## config.mk

```make
export PLATFORM = sky130hd
export DESIGN_NAME = up5bit_pwm_gen
export DESIGN_NICKNAME = d
export VERILOG_FILES = /design/src/rtl/up5bit_pwm_gen.sv
export SDC_FILE = /design/constraint.sdc
export NUM_CORES = 1
export LEC_CHECK = 0
export CORE_MARGIN = 5
export CORE_UTILIZATION = 60
export CTS_CLUSTER_DIAMETER = 40
export DETAILED_ROUTE_END_ITERATION = 6
export DONT_BUFFER_PORTS = 1
export GPL_ROUTABILITY_DRIVEN = 0
export PLACE_DENSITY = 0.79
export REMOVE_ABC_BUFFERS = 1
export SYNTH_ARGS = -nofsm -noshare
export SYNTH_HDL_FRONTEND = slang
export SYNTH_SLANG_ARGS = --single-unit
```

## constraint.sdc

```tcl
create_clock -name clk -period 2.1 [get_ports clk]
set_input_delay 0.42 -clock clk [delete_from_list [all_inputs] [get_ports clk]]
set_output_delay 0.42 -clock clk [all_outputs]
set_load 0.05 [all_outputs]
```

## src/rtl/up5bit_pwm_gen.sv

```systemverilog
// rtl/up5bit_pwm_gen.sv - PWM generator driven by a free-running up counter, double-buffered duty
module up5bit_pwm_gen #(
  parameter int WIDTH        = 5,
  parameter int PERIOD_CNT_W = 8
) (
  input  logic                    clk,
  input  logic                    reset,
  input  logic [WIDTH-1:0]        count,
  input  logic [WIDTH:0]          duty_in,
  input  logic                    duty_valid,
  output logic                    duty_ready,
  output logic                    pwm_out,
  output logic                    wrap,
  output logic [PERIOD_CNT_W-1:0] period_cnt,
  output logic [WIDTH:0]          active_duty,
  output logic                    seq_err
);

  localparam logic [WIDTH:0]   DUTY_MAX = {1'b1, {WIDTH{1'b0}}};
  localparam logic [WIDTH-1:0] CNT_MAX  = {WIDTH{1'b1}};
  localparam logic [WIDTH-1:0] CNT_ZERO = {WIDTH{1'b0}};

  typedef enum logic {
    WAIT_SYNC = 1'b0,
    RUN       = 1'b1
  } state_t;

  state_t                  state_q, state_d;
  logic [WIDTH:0]          pending_q, pending_d;
  logic                    pending_valid_q, pending_valid_d;
  logic                    duty_ready_q, duty_ready_d;
  logic [WIDTH:0]          active_duty_q, active_duty_d;
  logic                    pwm_out_q, pwm_out_d;
  logic                    wrap_q, wrap_d;
  logic [PERIOD_CNT_W-1:0] period_cnt_q, period_cnt_d;
  logic [WIDTH-1:0]        prev_q, prev_d;
  logic                    prev_valid_q, prev_valid_d;
  logic                    seq_err_q, seq_err_d;

  logic                    boundary;
  logic                    load;
  logic                    xfer;
  logic [WIDTH:0]          duty_clamped;
  logic [WIDTH:0]          eff_duty;
  logic [WIDTH-1:0]        prev_inc;

  // Next-state logic: sync/FSM, handshake, boundary load, compare, wrap and sequence check
  always_comb begin
    boundary     = (count == CNT_ZERO);
    load         = boundary && pending_valid_q;
    xfer         = duty_valid && duty_ready_q;
    duty_clamped = (duty_in > DUTY_MAX) ? DUTY_MAX : duty_in;
    eff_duty     = load ? pending_q : active_duty_q;
    prev_inc     = prev_q + WIDTH'(1);

    state_d = state_q;
    if (state_q == WAIT_SYNC && boundary) begin
      state_d = RUN;
    end

    // A pending value can only exist while ready is low, so load and
    // transfer never coincide; a transfer in a boundary cycle waits a period.
    pending_d       = pending_q;
    pending_valid_d = pending_valid_q;
    active_duty_d   = active_duty_q;
    if (load) begin
      active_duty_d   = pending_q;
      pending_valid_d = 1'b0;
    end else if (xfer) begin
      pending_d       = duty_clamped;
      pending_valid_d = 1'b1;
    end
    duty_ready_d = !pending_valid_d;

    pwm_out_d = (state_d == RUN) && ({1'b0, count} < eff_duty);

    wrap_d       = prev_valid_q && (prev_q == CNT_MAX) && boundary;
    period_cnt_d = period_cnt_q + (wrap_d ? PERIOD_CNT_W'(1) : PERIOD_CNT_W'(0));

    prev_d       = count;
    prev_valid_d = 1'b1;
    seq_err_d    = seq_err_q | (prev_valid_q && (count != prev_inc) && !boundary);
  end

  // State registers with synchronous reset; reset also discards any pending duty
  always_ff @(posedge clk) begin
    if (reset) begin
      state_q         <= WAIT_SYNC;
      pending_q       <= '0;
      pending_valid_q <= 1'b0;
      duty_ready_q    <= 1'b1;
      active_duty_q   <= '0;
      pwm_out_q       <= 1'b0;
      wrap_q          <= 1'b0;
      period_cnt_q    <= '0;
      prev_q          <= '0;
      prev_valid_q    <= 1'b0;
      seq_err_q       <= 1'b0;
    end else begin
      state_q         <= state_d;
      pending_q       <= pending_d;
      pending_valid_q <= pending_valid_d;
      duty_ready_q    <= duty_ready_d;
      active_duty_q   <= active_duty_d;
      pwm_out_q       <= pwm_out_d;
      wrap_q          <= wrap_d;
      period_cnt_q    <= period_cnt_d;
      prev_q          <= prev_d;
      prev_valid_q    <= prev_valid_d;
      seq_err_q       <= seq_err_d;
    end
  end

  assign duty_ready  = duty_ready_q;
  assign pwm_out     = pwm_out_q;
  assign wrap        = wrap_q;
  assign period_cnt  = period_cnt_q;
  assign active_duty = active_duty_q;
  assign seq_err     = seq_err_q;

endmodule
```

==> out/results.tsv, run 1 <==
metric	value	unit
status	complete, no violations	
first-pass GRT wire length	4.533	mm
FFs w/ async S/R, synth	0	
Data required, critical path	2.33	ns
Post-Syn Area	1361	µm²
overall routing resource usage	0.1787	
die span in y	57.63	µm
Synth area leader	dfxtp_1	
Finished Core Util	0.7070	
Pint	0.8294	mW
Worst Max-Slew Pin Slew	0.6718	ns
Yosys top cell area share	0.4706	
most frequent cells after synthesis	32 x dfxtp_1, 14 x nor2_1, 11 x a21oi_1	
proportion of power drawn by the clock network	0.328	
number of endpoints failing setup at the final stage	0	
CP max stage delay	0.34	ns
period utilisation layout	0.9269	
Period minus WS final	1.946	ns
top cells by area, synth	dfxtp_1 47%, ha_1 7.4%, xnor2_1 4.5%	
dpl cells	175	
Detail Route Antenna Nets	0	
Clock Tree Root	clkbuf_4	
flop and latch count out of synthesis	32	
CTS tree	done	
synthesis-to-layout area growth	13.79	%
mux contribution to synthesized area	0.03676	
ys flop type	dfxtp_1	
Synth cell types	29	
largest family of logic cells by synthesized area	simple AND/OR/NAND/NOR gates	
slowest stage cell, crit path	dfxtp_1	
max-slew violation count	0	
area fraction in compound gates after synthesis	0.08732	
part of the power in registers	0.599	
layout cells sized above 1	0.1677	
Synth Area in Adders	0.07353	
CP startpoint kind	flop	
TNS Setup	0	ns
Max Cap Viol	0	
Mapped Cells	137	
# nets final	176	
Total Power	1.069	mW
largest net degree at the start of global routing	30	
Port Buf Inserts	0	
Net Sw Frac	0.2242	
worst vdd ir	652.0	µV
cts bufs inserted	5	
xor/xnor share of the synthesized area	0.08364	
total grt overflow	0	
Placement Setup Slack	-0.04969	ns
Initial Util	0.6214	
Die Wd	57.63	µm
# diodes	0	
Ports	32	
CTS Hold Bufs	0	
CTS max path bufs	2	
CP Class	flop to flop	
highest clock rate	513.8	MHz
Via density	5.546	
most common cell in the synthesized netlist	dfxtp_1	
P_leak	0.6697	nW
Cell Area, Placed	1485	µm²
mean area per synthesized cell	9.937	µm²
simple-gate share of the synthesized area	0.2307	
PwrDens	690.2	nW/µm²
final HPWL from detailed placement	2.086	mm
H-tree Lvls	2	
GR Layer Usage met3	0.07350	
clock sinks	32	
EDFF count, synth	0	
synth warn	0	
min-delay worst type	primary input to flop	
Hold Slack	0.1543	ns
crit path max fanout	3	
clock slew at reported path FFs	0.09	ns
Comb pwr share	0.073	
Starting DRT DRC Count	14	
final hold vios	0	
busiest grt layer	met2	
Worst Setup Slack, final	0.1535	ns
slew margin rel.	0.5521	
Vias	1015	
core area	2191	µm²
post-synthesis sequential area ratio	0.4706	
WL final	2.695	mm
Critical Path Sink Type	flop	
initial antenna violation count	0	
Skew-Pair Late Insertion Delay	0.32	ns
Psw	0.2397	mW
Cell Chain, Critical Path	ha_1 -> and3_1 -> ha_1 -> and3_1 -> ha_1 -> and3_1 -> nand3_1 -> xor2_1 -> nor2_1	
vias in the first global route	1068	
WP data arrival	2.17	ns
Worst Skew	0.007089	ns
final instance count without filler cells	183	
row count	17	
DRT Pass-1 Iters	5	
fin area	1549	µm²
average wire per standard cell	14.73	µm
met2 usage	0.3258	
Die Area	3321	µm²
drc violations	0	
RSZ-0062 raised after global routing	false	
met1 Use GR	0.1748	
worst max-delay path, delay by kind of cell, from the launching register on:
kind,cells,cell delay [ns]
simple gates,5,0.77
flops,1,0.34
xor+xnor,1,0.15
fa+ha+maj,3,0.60
cell families after synthesis:
family                     count (synthesis)
AOI/OAI and AO/OA                         19
xor gates and xnor gates                  13
adders and majority gates                  8
buffers and inverters                      6
DFF                                       32
muxes                                      5
and+or+nand+nor                           54
per-layer routing:
metal,wire length (µm),up-vias,part of all wire
met3,180,7,0.067
met4,61,0,0.023
met2,1389,41,0.52
met1,1064,462,0.39
li1,-,505,-
met5,0,-,0
power groups by stage:
stage                     combinational, mW  clock [mW]  sequential (mW)
after floorplan                      0.0560           0            0.660
after global placement               0.0731           0            0.655
after detailed placement             0.0781           0            0.655
after CTS                            0.0782       0.364            0.641
after global routing                 0.0874       0.401            0.643
final                                0.0781       0.350            0.641
registers in the layout (all words and copies together), names as in the netlist:
name and flops:
prev_q 5, duty_ready 1, prev_valid_q 1, pending_valid_q 1, active_duty 6, seq_err 1
pwm_out 1, state_q 1, period_cnt 8, wrap 1, pending_q 6
final cells by class:
| type | count | area, µm² |
|---|---|---|
| clock buffer | 8 | 58.81 |
| fill | 178 | 641.9 |
| inverter | 2 | 7.507 |
| multi-input combinational | 99 | 701.9 |
| sequential | 32 | 640.6 |
| tap | 28 | 35.03 |
| timing repair buffer | 14 | 105.1 |
path summary, 6_finish.rpt:
path | startpoint | to | slack [ns] | cells past startpoint
worst max-delay path | prev_q[0] | period_cnt[7] | 0.15 | 9
worst max register to register | prev_q[0] | period_cnt[7] | 0.15 | 9
worst min register to register | pending_q[0] | pending_q[0] | 0.47 | 2
worst min-delay path | reset | pending_q[4] | 0.15 | 1
layout by cell type, fill, tap and decap left out:
cell type,count
or4_4,1
a21oi_1,11
nand3_1,8
buf_4,14
o21ai_2,1
o211ai_1,1
o21ai_1,1
o211a_1,1
mux2i_1,5
o311ai_0,1
dfxtp_1,32
inv_1,2
or2_2,1
nor2b_2,1
o21a_1,1
xnor2_1,7
nand3b_1,5
ha_1,8
a211oi_1,1
nor4_4,1
nor2_1,14
nand2b_1,7
nor2b_1,8
xor2_1,6
clkbuf_8,1
and2_1,1
o2111ai_1,1
clkbuf_4,5
nand2_2,1
nand2_1,1
clkbuf_1,2
and3_1,5
repair_timing:
item | 4_1_cts | 5_1_grt
gates resized for setup | 0 | 2
setup endpoints to repair | 0 | 1
buffers inserted | 0 | 0
Power figures use the tool's default switching activity.
==> run 2, diff against run 1 <==
--- a/config.mk
+++ b/config.mk
@@ -11,6 +11,8 @@
 export DETAILED_ROUTE_END_ITERATION = 6
 export DONT_BUFFER_PORTS = 1
 export GPL_ROUTABILITY_DRIVEN = 0
+export GPL_TIMING_DRIVEN = 0
+export MAX_ROUTING_LAYER = met4
 export PLACE_DENSITY = 0.79
 export REMOVE_ABC_BUFFERS = 1
 export SYNTH_ARGS = -nofsm -noshare
==> run 2 against run 1 <==
  * Sequential share of layout area increased by 2.9 points
  * Setup slack improved by 0.026 ns
  * Final area decreased by 6.5%
  * Via count decreased by 5.0%
  * Clock skew decreased by 0.0020 ns
  * Wire length decreased by 10%
  * Critical path type unchanged
  * Critical endpoint is now period_cnt[6]
  * Largest cell class unchanged
==> out/results.tsv, run 2 (synthesis gave the netlist of run 1 again) <==
metric	value	unit
final HPWL from detailed placement	1.817	mm
Via density	5.704	
row count	17	
overall routing resource usage	0.1690	
min-delay worst type	primary input to flop	
status	complete, no violations	
hold path start	reset	
CP Class	flop to flop	
layout cells sized above 1	0.09220	
Max Cap Viol	0	
CP startpoint kind	flop	
largest net degree at the start of global routing	30	
Setup Fix Bufs, Post-CTS	0	
Vias	964	
commonest non-fill, non-tap cell in the layout	dfxtp_1	
Finished Core Util	0.6608	
WL final	2.419	mm
core area	2191	µm²
WP data arrival	2.14	ns
Data required, critical path	2.32	ns
Die Wd	57.63	µm
P_leak	0.5896	nW
average wire per standard cell	14.31	µm
Worst Hold Path EP	pending_q[4]	
Period minus WS final	1.921	ns
max reg flops	8	
CTS max path bufs	2	
initial antenna violation count	0	
Initial Util	0.6214	
worst vdd ir	523.4	µV
PwrDens	735.7	nW/µm²
final hold vios	0	
vias in the first global route	991	
Critical Path Sink Type	flop	
clock slew at reported path FFs	0.09	ns
cts bufs inserted	5	
max-slew violation count	0	
Filler Cell Count	194	
CP max stage delay	0.34	ns
clock sinks	32	
Starting DRT DRC Count	29	
most frequent cells in the layout	32 x dfxtp_1, 14 x nor2_1, 11 x a21oi_1	
# diodes	0	
Worst Skew	0.005060	ns
Detail Route Antenna Nets	0	
RSZ-0062 raised after global routing	false	
Die Area	3321	µm²
drc violations	0	
highest clock rate	520.6	MHz
Ports	32	
reg2reg end	period_cnt[6]	
period utilisation layout	0.9147	
# nets final	162	
total grt overflow	0	
Cell Chain, Critical Path	ha_1 -> and3_1 -> ha_1 -> and3_1 -> ha_1 -> ha_1 -> nand3_1 -> xor2_1 -> nor2_1	
slew margin rel.	0.5523	
Clock Tree Root	clkbuf_4	
Placement Setup Slack	-0.09532	ns
reg-to-reg startpoint	prev_q[0]	
synthesis-to-layout area growth	6.342	%
Worst Max-Slew Pin Slew	0.6716	ns
H-tree Lvls	2	
Port Buf Inserts	0	
cell repeated most along the worst path	ha_1	
Worst Setup Slack, final	0.1792	ns
number of endpoints failing setup at the final stage	0	
Reg2Reg Depth	9	
DRT Pass-1 Iters	4	
Hold Crit Depth	1	
Hold Slack	0.1521	ns
Skew-Pair Late Insertion Delay	0.32	ns
CTS tree	done	
die span in y	57.63	µm
first-pass GRT wire length	4.202	mm
crit path max fanout	3	
Worst R2R Setup Slack	0.18	ns
slowest stage cell, crit path	dfxtp_1	
==> run 2: cell count changes in the layout (fill, tap and decap cells not counted) <==
cell / before / now
mux2i_2: 0 / 1
mux2i_1: 5 / 4
buf_4: 14 / 0
==> run 2: how the worst max path moves through the flow <==
stage | cells past startpoint | end | start | slack [ns]
after CTS | 8 | pwm_out | pending_valid_q | 0.07
final | 9 | period_cnt[6] | prev_q[0] | 0.18
after global placement | 8 | pwm_out | count[0] | -0.02
after floorplan | 8 | period_cnt[5] | count[0] | 0.09
after global routing | 9 | period_cnt[6] | prev_q[0] | 0.04
after detailed placement | 8 | pwm_out | count[0] | -0.1
==> run 2: worst max-delay path: cells and delay by family, from the launching register on <==
kind	cells	cell delay (ns)
flip-flops	1	0.34
XOR/XNOR	1	0.16
adder cells (fa/ha/maj)	4	0.81
AND/OR/NAND/NOR	4	0.51
==> run 2: area by class of cell <==
class                      count  area [µm²]  area share
multi-input combinational     99       705.7      0.4875
inverter                       2       7.507    0.005186
tap                           28       35.03     0.02420
clock buffer                   8       58.81     0.04062
sequential                    32       640.6      0.4425
==> run 2: metrics by stage <==
step                cell area, µm²  TNS [ns]  instances  power (mW)
floorplan                     1345         0        133      0.7158
global placement              1380  -0.05865        161      0.7236
detailed placement            1380   -0.1814        161      0.7275
CTS                           1439         0        169       1.082
global route                  1448         0        169       1.122
finish                        1448         0        169       1.065
==> run 2: timing repair <==
action | in CTS | in global routing
setup endpoints to repair | 0 | 1
hold buffers | 0 | 0
gates resized for setup | 0 | 3
==> run 2: per-layer routing <==
metal  global-route usage  wire [µm]  vias to the layer above
met2               0.2694       1205                       32
met4              0.07947         43                        0
met3              0.08909        207                        5
met5                    -          0                        -
li1                     -          -                      476
met1               0.1699        962                      451
==> run 2: report_power, final <==
group | switching (mW) | total [mW] | internal [mW]
registers | 0.0240 | 0.648 | 0.624
clock network | 0.187 | 0.352 | 0.165
logic | 0.0286 | 0.0648 | 0.0363
==> run 3, diff against run 2 <==
--- a/config.mk
+++ b/config.mk
@@ -5,7 +5,6 @@
 export SDC_FILE = /design/constraint.sdc
 export NUM_CORES = 1
 export LEC_CHECK = 0
-export CORE_MARGIN = 5
 export CORE_UTILIZATION = 60
 export CTS_CLUSTER_DIAMETER = 40
 export DETAILED_ROUTE_END_ITERATION = 6
@@ -14,6 +13,7 @@
 export GPL_TIMING_DRIVEN = 0
 export MAX_ROUTING_LAYER = met4
 export PLACE_DENSITY = 0.79
+export RECOVER_POWER = 25
 export REMOVE_ABC_BUFFERS = 1
 export SYNTH_ARGS = -nofsm -noshare
 export SYNTH_HDL_FRONTEND = slang
==> run 3 against run 2 <==
  * Wire length is 2.9% higher
  * Maximum frequency decreased by 2.6%
  * Critical endpoint is now pwm_out
  * Highest routed layer unchanged
  * Critical path type unchanged
  * Register-to-register slack worse by 0.05 ns
==> out/results.tsv, run 3 (synthesis gave the netlist of run 1 again) <==
metric	value	unit
status	complete, no violations	
Hold Slack	0.1476	ns
max-slew violation count	0	
Die Wd	49.63	µm
overall routing resource usage	0.2433	
Detail Route Antenna Nets	0	
Critical Path Sink Type	flop	
slew margin rel.	0.5378	
row count	16	
CTS tree	done	
CP Class	flop to flop	
Data required, critical path	2.37	ns
commonest non-fill, non-tap cell in the layout	dfxtp_1	
post_cts resized	0	
total grt overflow	0	
Port Buf Inserts	0	
worst vdd ir	527.3	µV
Worst Skew	0.006388	ns
Via density	5.766	
Vias	963	
Clock Tree Root	clkbuf_4	
DRT Pass-1 Iters	4	
number of endpoints failing setup at the final stage	0	
most frequent cells in the layout	32 x dfxtp_1, 14 x nor2_1, 11 x a21oi_1	
CTS max path bufs	2	
# nets final	162	
WL final	2.488	mm
drc violations	0	
WP data arrival	2.24	ns
period utilisation layout	0.9389	
crit path max fanout	4	
P_leak	0.5851	nW
max reg flops	8	
layout cells sized above 1	0.07857	
first-pass GRT wire length	4.278	mm
Finished Core Util	0.7010	
cts bufs inserted	5	
die span in y	49.63	µm
highest clock rate	507.2	MHz
Max Cap Viol	0	
Setup Fix Bufs, Post-CTS	0	
Die Area	2463	µm²
clock slew at reported path FFs	0.09	ns
Skew-Pair Late Insertion Delay	0.33	ns
Worst Max-Slew Pin Slew	0.6933	ns
clock sinks	32	
Period minus WS final	1.972	ns
Initial Util	0.6667	
final HPWL from detailed placement	1.798	mm
core area	2042	µm²
Ports	32	
largest net degree at the start of global routing	30	
CTS Hold Bufs	0	
Starting DRT DRC Count	19	
final hold vios	0	
initial antenna violation count	0	
average wire per standard cell	14.90	µm
synthesis-to-layout area growth	5.147	%
PwrDens	723.4	nW/µm²
CP startpoint kind	flop	
min-delay worst type	primary input to flop	
H-tree Lvls	2	
# diodes	0	
vias in the first global route	955	
run 3: changes by cell type in the layout (fill, tap and decap cells not counted), sizes merged:
| cell | change |
|---|---|
| clkinv | +1 |
| clkbuf | -2 |
run 3: worst max-delay path, stage by stage (launching register included):
cell      delay (ns)
dfxtp_1         0.40
nor2b_4         0.21
nand2_2         0.13
mux2i_2         0.25
ha_1            0.28
a21oi_1         0.17
nor2b_1         0.06
o211ai_1        0.21
o211a_1         0.20
run 3: power by group:
group	internal, mW	switching [mW]	total (mW)	leakage, nW
clock	0.123	0.197	0.320	0.0281
sequential	0.624	0.0251	0.649	0.261
combinational	0.0371	0.0291	0.0663	0.296
total	0.785	0.251	1.04	0.585
run 3: cell type report:
type                    count  area (µm²)
multi-input cells          99       703.2
fillers                   182       610.6
clock inverters             1       5.005
clock buffers               6       41.29
well taps                  27       33.78
inverters                   2       7.507
flip-flops and latches     32       640.6
run 3: worst paths after layout:
kind | startpoint | end | slack [ns] | cells after the start
setup / recovery | pending_valid_q | pwm_out | 0.13 | 8
hold / removal | reset | prev_q[2] | 0.15 | 1
setup reg to reg | pending_valid_q | pwm_out | 0.13 | 8
hold reg to reg | pending_q[4] | pending_q[4] | 0.47 | 2
run 3: metal layers:
layer  GRT usage  vias up  share of wire
met5           -        -              0
met4     0.08571        0         0.0084
met3      0.1235        2          0.075
met2      0.3941       34           0.49
met1      0.2529      454           0.43
li1            -      473              -
run 3: metrics by stage:
step / std cells / TNS (ns) / instance area (µm²) / worst slack [ns] / power, mW
floorplan: 133 / 0 / 1345 / 0.09353 / 0.7158
global placement: 160 / -0.1072 / 1379 / -0.06063 / 0.7238
detailed placement: 160 / -0.3412 / 1379 / -0.1574 / 0.7287
CTS: 167 / 0 / 1425 / 0.03418 / 1.038
global route: 167 / -0.009487 / 1431 / -0.009487 / 1.079
finish: 167 / 0 / 1431 / 0.1283 / 1.035
